--- config.mk ---
export PLATFORM = sky130hd
export DESIGN_NAME = packet_crossbar
export DESIGN_NICKNAME = d
export VERILOG_FILES = /design/src/rtl/packet_crossbar.sv
export SDC_FILE = /design/constraint.sdc
export NUM_CORES = 1
export LEC_CHECK = 0
export ABC_AREA = 0
export BUFFER_PORTS_ARGS = -buffer_cell sky130_fd_sc_hd__buf_4
export CAP_MARGIN = 20
export CORE_UTILIZATION = 43
export DETAILED_ROUTE_END_ITERATION = 7
export GPL_TIMING_DRIVEN = 0
export PLACE_DENSITY = 0.69
export SYNTH_ARGS = -nofsm -noshare
export SYNTH_HDL_FRONTEND = slang
export SYNTH_SLANG_ARGS = --single-unit
--- constraint.sdc ---
create_clock -name clk -period 2.6 [get_ports clk]
set_input_delay 0 -clock clk [delete_from_list [all_inputs] [get_ports clk]]
set_output_delay 0 -clock clk [all_outputs]
set_load 0.1 [all_outputs]
--- src/rtl/packet_crossbar.sv ---
// AXI-Stream packet crossbar: per-egress round-robin arbitration with whole-packet grants,
// drop of packets to masked egresses, and an 8-bit Avalon-MM register block with drop counters.
module packet_crossbar #(
    parameter  int NUM_INGRESS = 4,
    parameter  int NUM_EGRESS  = 4,
    parameter  int DATA_WIDTH  = 16,
    localparam int DEST_WIDTH  = $clog2(NUM_EGRESS)
) (
    input  logic                              clk,
    input  logic                              reset,
    input  logic                              chipselect,
    input  logic                              write,
    input  logic                              read,
    input  logic [7:0]                        address,
    input  logic [7:0]                        writedata,
    output logic [7:0]                        readdata,
    input  logic [NUM_INGRESS*DATA_WIDTH-1:0] ingress_tdata,
    input  logic [NUM_INGRESS*DEST_WIDTH-1:0] ingress_tdest,
    input  logic [NUM_INGRESS-1:0]            ingress_tvalid,
    input  logic [NUM_INGRESS-1:0]            ingress_tlast,
    output logic [NUM_INGRESS-1:0]            ingress_tready,
    output logic [NUM_EGRESS*DATA_WIDTH-1:0]  egress_tdata,
    output logic [NUM_EGRESS-1:0]             egress_tvalid,
    output logic [NUM_EGRESS-1:0]             egress_tlast,
    input  logic [NUM_EGRESS-1:0]             egress_tready,
    output logic                              irq
);
    localparam int GW = $clog2(NUM_INGRESS);

    typedef enum logic [1:0] {ST_IDLE, ST_FWD, ST_DROP} state_t;

    state_t                r_state [NUM_EGRESS];
    logic [GW-1:0]         r_gnt   [NUM_EGRESS];
    logic [GW-1:0]         r_ptr   [NUM_EGRESS];
    logic [7:0]            r_cnt   [NUM_EGRESS];
    logic [NUM_EGRESS-1:0] r_mask;
    logic [NUM_EGRESS-1:0] r_irq_en;
    logic [NUM_EGRESS-1:0] r_status;

    logic [DATA_WIDTH-1:0]  w_in_data [NUM_INGRESS];
    logic [DEST_WIDTH-1:0]  w_in_dest [NUM_INGRESS];
    logic [NUM_INGRESS-1:0] w_req     [NUM_EGRESS];
    logic [NUM_INGRESS-1:0] w_rdy_e   [NUM_EGRESS];
    logic [DATA_WIDTH-1:0]  w_eg_data [NUM_EGRESS];
    logic [GW-1:0]          w_pick    [NUM_EGRESS];
    logic [NUM_EGRESS-1:0]  w_req_any;
    logic [NUM_EGRESS-1:0]  w_fwd_end;
    logic [NUM_EGRESS-1:0]  w_drop_end;
    logic [NUM_EGRESS-1:0]  w_cnt_clr;
    logic [NUM_EGRESS-1:0]  w_w1c;
    logic [NUM_INGRESS-1:0] w_rdy;
    logic [7:0]             w_rdata;
    logic                   w_wr;
    logic                   w_rd;

    for (genvar i = 0; i < NUM_INGRESS; i++) begin : g_in
        assign w_in_data[i] = ingress_tdata[i*DATA_WIDTH +: DATA_WIDTH];
        assign w_in_dest[i] = ingress_tdest[i*DEST_WIDTH +: DEST_WIDTH];
    end

    for (genvar e = 0; e < NUM_EGRESS; e++) begin : g_eg
        logic w_is_fwd;
        logic w_is_drop;
        logic w_gvalid;
        logic w_glast;

        for (genvar i = 0; i < NUM_INGRESS; i++) begin : g_req
            assign w_req[e][i] = ingress_tvalid[i] && (w_in_dest[i] == DEST_WIDTH'(e));
        end

        assign w_is_fwd   = (r_state[e] == ST_FWD);
        assign w_is_drop  = (r_state[e] == ST_DROP);
        assign w_gvalid   = ingress_tvalid[r_gnt[e]];
        assign w_glast    = ingress_tlast[r_gnt[e]];

        assign w_eg_data[e]     = w_is_fwd ? w_in_data[r_gnt[e]] : '0;
        assign egress_tdata[e*DATA_WIDTH +: DATA_WIDTH] = w_eg_data[e];
        assign egress_tvalid[e] = w_is_fwd & w_gvalid;
        assign egress_tlast[e]  = w_is_fwd & w_gvalid & w_glast;

        // A dropping egress sinks beats unconditionally; a forwarding one follows downstream ready.
        assign w_rdy_e[e] = (w_is_drop || (w_is_fwd && egress_tready[e]))
                          ? (NUM_INGRESS'(1) << r_gnt[e]) : '0;

        assign w_fwd_end[e]  = w_is_fwd & w_gvalid & egress_tready[e] & w_glast;
        assign w_drop_end[e] = w_is_drop & w_gvalid & w_glast;
    end

    always_comb begin
        w_rdy = '0;
        for (int e = 0; e < NUM_EGRESS; e++) begin
            w_rdy = w_rdy | w_rdy_e[e];
        end
    end
    assign ingress_tready = w_rdy;

    // Round-robin search: scan from the highest offset down so the lowest offset from ptr wins.
    always_comb begin
        int idx;
        idx = 0;
        for (int e = 0; e < NUM_EGRESS; e++) begin
            w_req_any[e] = 1'b0;
            w_pick[e]    = '0;
            for (int k = NUM_INGRESS - 1; k >= 0; k--) begin
                idx = int'(r_ptr[e]) + k;
                if (idx >= NUM_INGRESS) begin
                    idx = idx - NUM_INGRESS;
                end
                if (w_req[e][GW'(idx)]) begin
                    w_req_any[e] = 1'b1;
                    w_pick[e]    = GW'(idx);
                end
            end
        end
    end

    always_ff @(posedge clk or posedge reset) begin
        if (reset) begin
            for (int e = 0; e < NUM_EGRESS; e++) begin
                r_state[e] <= ST_IDLE;
                r_gnt[e]   <= '0;
                r_ptr[e]   <= '0;
            end
        end else begin
            for (int e = 0; e < NUM_EGRESS; e++) begin
                case (r_state[e])
                    ST_IDLE: begin
                        if (w_req_any[e]) begin
                            r_gnt[e]   <= w_pick[e];
                            r_state[e] <= r_mask[e] ? ST_FWD : ST_DROP;
                        end
                    end
                    ST_FWD, ST_DROP: begin
                        if (w_fwd_end[e] || w_drop_end[e]) begin
                            r_state[e] <= ST_IDLE;
                            r_ptr[e]   <= (r_gnt[e] == GW'(NUM_INGRESS - 1)) ? '0 : r_gnt[e] + GW'(1);
                        end
                    end
                    default: r_state[e] <= ST_IDLE;
                endcase
            end
        end
    end

    assign w_wr = chipselect & write;
    assign w_rd = chipselect & read;
    assign w_w1c = (w_wr && address == 8'h02) ? writedata[NUM_EGRESS-1:0] : '0;

    always_comb begin
        w_rdata = '0;
        case (address)
            8'h00:   w_rdata[NUM_EGRESS-1:0] = r_mask;
            8'h01:   w_rdata[NUM_EGRESS-1:0] = r_irq_en;
            8'h02:   w_rdata[NUM_EGRESS-1:0] = r_status;
            default: w_rdata = '0;
        endcase
        for (int e = 0; e < NUM_EGRESS; e++) begin
            w_cnt_clr[e] = w_wr && (address == 8'(16 + e));
            if (address == 8'(16 + e)) begin
                w_rdata = r_cnt[e];
            end
        end
    end

    always_ff @(posedge clk or posedge reset) begin
        if (reset) begin
            r_mask   <= '1;
            r_irq_en <= '0;
            r_status <= '0;
            readdata <= '0;
            for (int e = 0; e < NUM_EGRESS; e++) begin
                r_cnt[e] <= '0;
            end
        end else begin
            if (w_wr && address == 8'h00) begin
                r_mask <= writedata[NUM_EGRESS-1:0];
            end
            if (w_wr && address == 8'h01) begin
                r_irq_en <= writedata[NUM_EGRESS-1:0];
            end
            // New drops win over a simultaneous write-1-to-clear.
            r_status <= (r_status & ~w_w1c) | w_drop_end;
            for (int e = 0; e < NUM_EGRESS; e++) begin
                if (w_cnt_clr[e]) begin
                    r_cnt[e] <= '0;
                end else if (w_drop_end[e] && r_cnt[e] != 8'hFF) begin
                    r_cnt[e] <= r_cnt[e] + 8'd1;
                end
            end
            if (w_rd) begin
                readdata <= w_rdata;
            end
        end
    end

    assign irq = |(r_status & r_irq_en);

endmodule

==> results of run 1 <==
==> logic make-up after synthesis <==
family / Yosys count / share of synthesized area, %
DFF: 76 / 26.6
xor gates and xnor gates: 21 / 2.56
and+or+nand+nor: 294 / 23.4
adders and majority gates: 32 / 5.58
AOI/OAI and AO/OA: 112 / 10.7
buffers and inverters: 68 / 4.27
muxes: 95 / 26.9
==> through the flow <==
step	hold slack [ns]	setup WS, ns	cell area, um2
2_1_floorplan	0.109	0.631	7180
3_3_place_gp	0.247	-0.323	8830
5_1_grt	0.0719	0.0129	9190
4_1_cts	0.0493	0.0198	9180
6_report	0.0478	0.131	9190
3_5_place_dp	-0.0101	0.386	8860
==> repair_timing <==
action,4_1_cts,5_1_grt
setup endpoints to repair,0,9
setup buffers,0,0
resized for setup,0,2
hold buffers,5,0
hold endpoints to repair,62,0
==> sequential cells by signal (all words and copies together) (netlist names) <==
register  cells
r_ptr         8
r_status      4
r_state       8
r_mask        4
r_cnt        32
r_irq_en      4
readdata      8
r_gnt         8
==> worst reg2reg max path: cells and delay by family (launching register included) <==
family	cells	cell delay, ns
compound gates	1	0.14
simple gates	2	0.60
flops	1	0.36
buf+inv	3	0.67
mux	1	0.26
==> area by class of cell <==
type	instances	area, um2	area share, %
Inverter	31	119	1.29
Tap cell	216	270	2.94
Clock inverter	4	26.3	0.286
Multi-Input combinational cell	554	4960	54.0
Buffer	37	195	2.12
Timing Repair Buffer	190	1460	15.9
Clock buffer	12	246	2.68
Sequential cell	76	1910	20.8
==> power by group <==
| group | switching, mW | internal [mW] | total (mW) |
|---|---|---|---|
| combinational | 3.07 | 1.85 | 4.91 |
| clock | 0.480 | 0.672 | 1.15 |
| sequential | 0.327 | 1.45 | 1.77 |
| total | 3.87 | 3.97 | 7.84 |
==> worst max path at each step <==
| stage | start | to |
|---|---|---|
| global placement | reset | r_state[6]$_DFFE_PP0P_ |
| floorplan | r_gnt[0]$_DFFE_PP0P_ | egress_tdata[55] |
| finish | r_gnt[2]$_DFFE_PP0P_ | egress_tdata[41] |
| detailed placement | r_gnt[6]$_DFFE_PP0P_ | egress_tdata[10] |
| global route | r_gnt[2]$_DFFE_PP0P_ | egress_tdata[41] |
| CTS | r_gnt[6]$_DFFE_PP0P_ | egress_tdata[10] |
==> layout by cell type (no fill, tap or decap), drive strengths merged, types with 6 or more instances in the layout <==
cell type / count
buf: 205
and2: 77
mux4: 76
dfrtp: 72
nor2: 48
nand2: 46
nand3: 34
ha: 32
inv: 31
o21ai: 29
clkbuf: 29
nand4: 23
a21oi: 20
mux2: 13
xor2: 13
a22o: 12
a22oi: 10
nor3: 9
and3: 9
nand3b: 8
xnor2: 8
nor2b: 6
o221ai: 6
mux2i: 6
o31ai: 6
nor4: 6
==> routing by layer <==
layer / vias up / GRT usage [%] / part of all wire, %
li1: 3045 / - / -
met1: 3266 / 34.6 / 44
met2: 211 / 42.5 / 49
met3: 31 / 3.59 / 5.1
met4: 0 / 5.82 / 2.0
met5: - / 0 / 0
==> summary.txt, run 1 <==
Worst setup path
  • End of the worst register-to-register path: r_cnt[7]$_DFFE_PP0P_
  • R2R depth: 7
  • CP Depth: 5
  • CP arrival: 2.47 ns
  • Critical Path RT: between 2 and 3 ns
  • CP top delay family: buffers and inverters
  • Setup crit end kind: output pin
  • Slowest cell on crit path: mux4_2
  • CP most frequent cell: buf_2
  • Crit-path cells: buf_2 -> buf_2 -> mux4_2 -> and2_1 -> buf_4
  • Worst path bufs/invs: 3
  • Reg2reg setup slack: 0.49 ns
  • Max stage delay on crit path: between 0.5 and 0.6 ns
  • FF-to-FF Start: r_gnt[1]$_DFFE_PP0P_
  • Setup CP Type: flip-flop to output pin
  • Startpoint class of the critical path: flip-flop
  • Crit path max fanout: 10

Clock network
  • Root Driver: clkbuf_16
  • CTS buffer count: 9
  • CTS tree: built
  • Clock buffer depth: 2
  • H-Tree Depth: 3
  • Clk Latency, worst-skew pair: around 0.33 ns
  • Worst-path clk slew: roughly 0.060 ns
  • Clk sink count: 76

Placement
  • Placed cells: roughly 1,100
  • PortBufs: approximately 180
  • DP HPWL: ~17 mm
  • GP Congestion: around 0.9

Power
  • Max IR drop VDD: between 500 and 600 uV
  • Lkg Pwr: between 4 and 5 nW
  • Pwr dens: between 800 and 900 mW/mm2
  • Total power: 7.84 mW

Route
  • Average wire per standard cell: 19.2 um
  • Via count: approximately 6,600
  • Drt via density: 5.85
  • DR iter-0 viols: ~600
  • Routed WL: 21.5 mm
  • Post-DRT Antenna Nets: 0
  • DRC violation count after routing: 0
  • Pre-antenna DRT Iters: 5

Yosys
  • Primary FF master, synth: dfrtp_1
  • Mapped cell area: roughly 0.0072 mm2
  • Post-Syn Nets: roughly 840
  • Gate count after technology mapping: ~700
  • Sequential-to-total area share from yosys stat: between 20% and 30%
  • FFs w/ async S/R, synth: between 90% and 100%
  • Netlist cell types: between 70 and 80
  • Syn_area_per_cell: slightly above 10 um2
  • Yosys reg bits: between 70 and 80
  • Ys Warns: 0
  • Post-synth top cells: 76 x and2_1, 72 x dfrtp_1, 72 x mux4_2, 46 x nor2_1, 45 x nand2_1
  • Area contributors post-synth: dfrtp_1 25%, mux4_2 23%, and2_1 6.6%
  • EDFF count, synth: 0
  • Most common cell in the synthesized netlist: and2_1
  • Synth top area share: 25.1%
  • Synth area leader: dfrtp_1

Floorplan
  • Top-Level Pins: 190
  • Core Region: between 0.015 and 0.02 mm2
  • Die height: between 100 and 150 um
  • # rows: 46
  • Die X-Extent: roughly 130 um
  • Initial core utilization: between 40% and 50%
  • Die area: 0.0172 mm2

Min path
  • Hold Path End: readdata[3]$_DFFE_PP0P_
  • Hold crit path type: primary input to flip-flop
  • Hold Startpoint: address[2]
  • Worst Hold Depth: 4

Layout
  • Antenna cell count: 0
  • Nets: 1,036
  • Fin cells: roughly 1,100
  • Layout Utilization: between 50% and 60%
  • Filler cells: approximately 1,500
  • Area growth from synthesis to layout: 28.0%
  • Share of cells above drive strength 1: ~37%

GRT
  • Total grt overflow: 0
  • GRT Util Overall: ~25%
  • Global-route wire length before repair: 34.7 mm
  • Largest net degree at the start of global routing: 56
  • Vias in the first global route: between 6,000 and 7,000
  • Antenna violations before repair: 0

Timing
  • Slew Limit Fails: 0
  • Fmax: about 400 MHz
  • Setup Skew: 0.00924 ns
  • Final setup viols: 0
  • Final Hold Fails: 0
  • Worst slew pin tran: about 0.76 ns
  • Setup TNS: 0 ns
  • Slew margin rel.: around 50%
  • Tmin final: about 2.5 ns
  • RSZ-0062 raised after global routing: false
  • Fin crit share: between 90% and 100%

Flow run
  • Max-cap violations: 0

Status
  • Status: finished, final reports clean
Power figures use the tool's default switching activity.
==> inputs of run 2 (changes only) <==
--- a/config.mk
+++ b/config.mk
@@ -8,6 +8,7 @@
 export ABC_AREA = 0
 export BUFFER_PORTS_ARGS = -buffer_cell sky130_fd_sc_hd__buf_4
 export CAP_MARGIN = 20
+export CORE_MARGIN = 2
 export CORE_UTILIZATION = 43
 export DETAILED_ROUTE_END_ITERATION = 7
 export GPL_TIMING_DRIVEN = 0
==> run 2 against run 1 <==
  * Register-to-register slack about the same
  * Fmax up 0.39%
  * Global-route usage down 0.81 points
  * Largest cell class unchanged
  * Highest routed layer unchanged
  * Final cell count up 0.36%
==> summary.txt, run 2 (synthesis results as in run 1) <==
Power
  • Pwr dens: 851 mW/mm2 (-0.24%)
  • Lkg Pwr: 4.08 nW (-0.18%)
  • Total power: 7.81 mW (-0.39%)
  • Max IR drop VDD: 532 uV (-9.0%)

Timing
  • Setup Skew: 0.00534 ns (-0.00390 ns)
  • Slew Limit Fails: 0 (unchanged)
  • Minimum hold slack: 0.0492 ns (+0.00144 ns)
  • Final setup viols: 0 (unchanged)
  • Fin crit share: 94.6% (-0.37 points)
  • Tmin final: 2.46 ns (-0.00967 ns)
  • Slew margin rel.: 52.1% (+3.1 points)
  • RSZ-0062 raised after global routing: false
  • Fmax: 407 MHz (+0.39%)
  • Final Hold Fails: 0 (unchanged)
  • Worst slew pin tran: 0.717 ns (-0.0465 ns)

GRT
  • Vias in the first global route: 6,338 (-1.3%)
  • Total grt overflow: 0 (unchanged)
  • Largest net degree at the start of global routing: 43 (-23%)
  • Antenna violations before repair: 0 (unchanged)
  • Met1 Use GR: 33.6% (-1.0 points)
  • Global route hottest layer: met2
  • Global-route wire length before repair: 34.1 mm (-1.8%)
  • GRT Util Overall: 24.5% (-0.81 points)
  • Met3 Usage GRT: 4.41% (+0.83 points)
  • Routing usage on met2: 39.5% (-3.0 points)

Layout
  • Nets: 1,036 (unchanged)
  • Design area: 0.00917 mm2 (-0.15%)
  • Antenna cell count: 0 (unchanged)
  • Largest register FFs: 32 (unchanged)
  • Most flops, register: r_cnt
  • Fin cells: 1,124 (+0.36%)
  • Most common cell after layout, fill and taps aside: buf_4
  • Area growth from synthesis to layout: 27.8%
  • Reg area: 0.00191 mm2 (unchanged)
  • Layout Utilization: 55.7% (-1.3 points)
  • Share of cells above drive strength 1: 36.7% (unchanged)
  • Multi-input logic area: 0.00496 mm2 (unchanged)
  • Filler cells: 1,460 (+0.34%)
  • Commonest cells after routing, fill and taps aside: 186 x buf_4, 76 x and2_1, 72 x mux4_2, 72 x dfrtp_1, 46 x nor2_1

Clock network
  • Clock buffer depth: 2 (unchanged)
  • Worst-path clk slew: 0.06 ns (about the same)
  • H-Tree Depth: 3 (unchanged)
  • CTS tree: built
  • Setup bufs post-CTS: 0 (unchanged)
  • Clk Latency, worst-skew pair: 0.33 ns (about the same)
  • Root Driver: clkbuf_16
  • Clk sink count: 76 (unchanged)
  • CTS buffer count: 9 (unchanged)

Worst setup path
  • Setup CP Type: flip-flop to output pin
  • Setup crit end kind: output pin
  • Startpoint class of the critical path: flip-flop
  • CP arrival: 2.46 ns (about the same)
  • Critical Path RT: 2.60 ns (about the same)
  • Crit path max fanout: 10 (unchanged)

Route
  • Post-DRT Antenna Nets: 0 (unchanged)
  • Via count: 6,595 (+0.64%)
  • DRC violation count after routing: 0 (unchanged)
  • Pre-antenna DRT Iters: 5 (unchanged)
  • Average wire per standard cell: 19.4 um (+0.82%)
  • Routed WL: 21.8 mm (+1.2%)
  • DR iter-0 viols: 600 (+1.4%)
  • Drt via density: 5.87 (+0.28%)

Floorplan
  • Top-Level Pins: 190 (unchanged)
  • Die X-Extent: 133 um (+1.5%)
  • Die height: 133 um (+1.5%)
  • # rows: 47 (+2.2%)
  • Core Region: 0.0165 mm2 (+2.2%)
  • Initial core utilization: 43.6% (-0.95 points)
  • Die area: 0.0177 mm2 (+3.1%)

Placement
  • PortBufs: 184 (unchanged)
  • DP HPWL: 17.1 mm (+1.0%)
  • Placed cells: 1,103 (+0.36%)
  • Placed cell areas: 0.00886 mm2 (about the same)
  • GP Congestion: 0.915 (+0.85%)

Status
  • Status: finished, final reports clean

Flow run
  • Max-cap violations: 0 (unchanged)

Min path
  • Hold crit path type: primary input to flip-flop
## run 2: cell types whose count changed in the layout (fill, tap and decap cells not counted)
cell,previous run,this run
clkbuf_8,2,1
clkinv_2,2,3
buf_12,0,1
buf_16,1,0
clkbuf_4,2,1
buf_2,12,13
## run 2: what timing repair did
item                                    CTS  global route
endpoints found under the setup margin    0             8
resized for setup                         0             1
endpoints found under the hold margin    44             0
hold buffers                              5             0
## run 2: through the flow
stage | setup WS (ns) | setup TNS (ns)
after floorplan | 0.631 | 0
after global placement | -0.414 | -29.44
after detailed placement | 0.439 | 0
after CTS | 0.0774 | 0
after global routing | 0.0104 | 0
final | 0.140 | 0
## run 2: cell type report
type | instances | area share (%)
Sequential cell | 76 | 20.8
Buffer | 37 | 2.10
Timing Repair Buffer | 190 | 15.8
Multi-Input combinational cell | 554 | 54.1
Tap cell | 220 | 3.00
Clock inverter | 5 | 0.341
Inverter | 31 | 1.30
Clock buffer | 11 | 2.54
## run 2: final timing paths
check / slack (ns) / end / startpoint / cells past startpoint
worst max-delay path: 0.14 / egress_tdata[62] / r_gnt[0]$_DFFE_PP0P_ / 5
worst min-delay path: 0.05 / r_status[1]$_DFF_PP0_ / address[2] / 4
worst max register to register: 0.49 / r_cnt[7]$_DFFE_PP0P_ / r_gnt[1]$_DFFE_PP0P_ / 7
worst min register to register: 0.51 / readdata[1]$_DFFE_PP0P_ / readdata[1]$_DFFE_PP0P_ / 2
max in group asynchronous: 1.70 / r_mask[1]$_DFFE_PP1P_ / reset / 4
min in group asynchronous: 0.25 / r_state[3]$_DFFE_PP0P_ / reset / 3
## run 2: report_power, final
group	internal (mW)	switching [mW]
Sequential	1.45	0.336
Combinational	1.84	3.05
Clock	0.643	0.495
Total	3.93	3.88
## run 2: per-layer routing
layer  vias to the layer above  routed length, um
met5                         -                  0
met3                        46               1490
met4                         0                646
met1                      3237               9200
li1                       3050                  -
met2                       262              10400
## run 2: worst max-delay path, stage by stage, from the launching register on
cell	delay (ns)
dfrtp_1	0.40
buf_2	0.37
buf_2	0.40
mux4_2	0.55
and2_1	0.18
buf_4	0.23
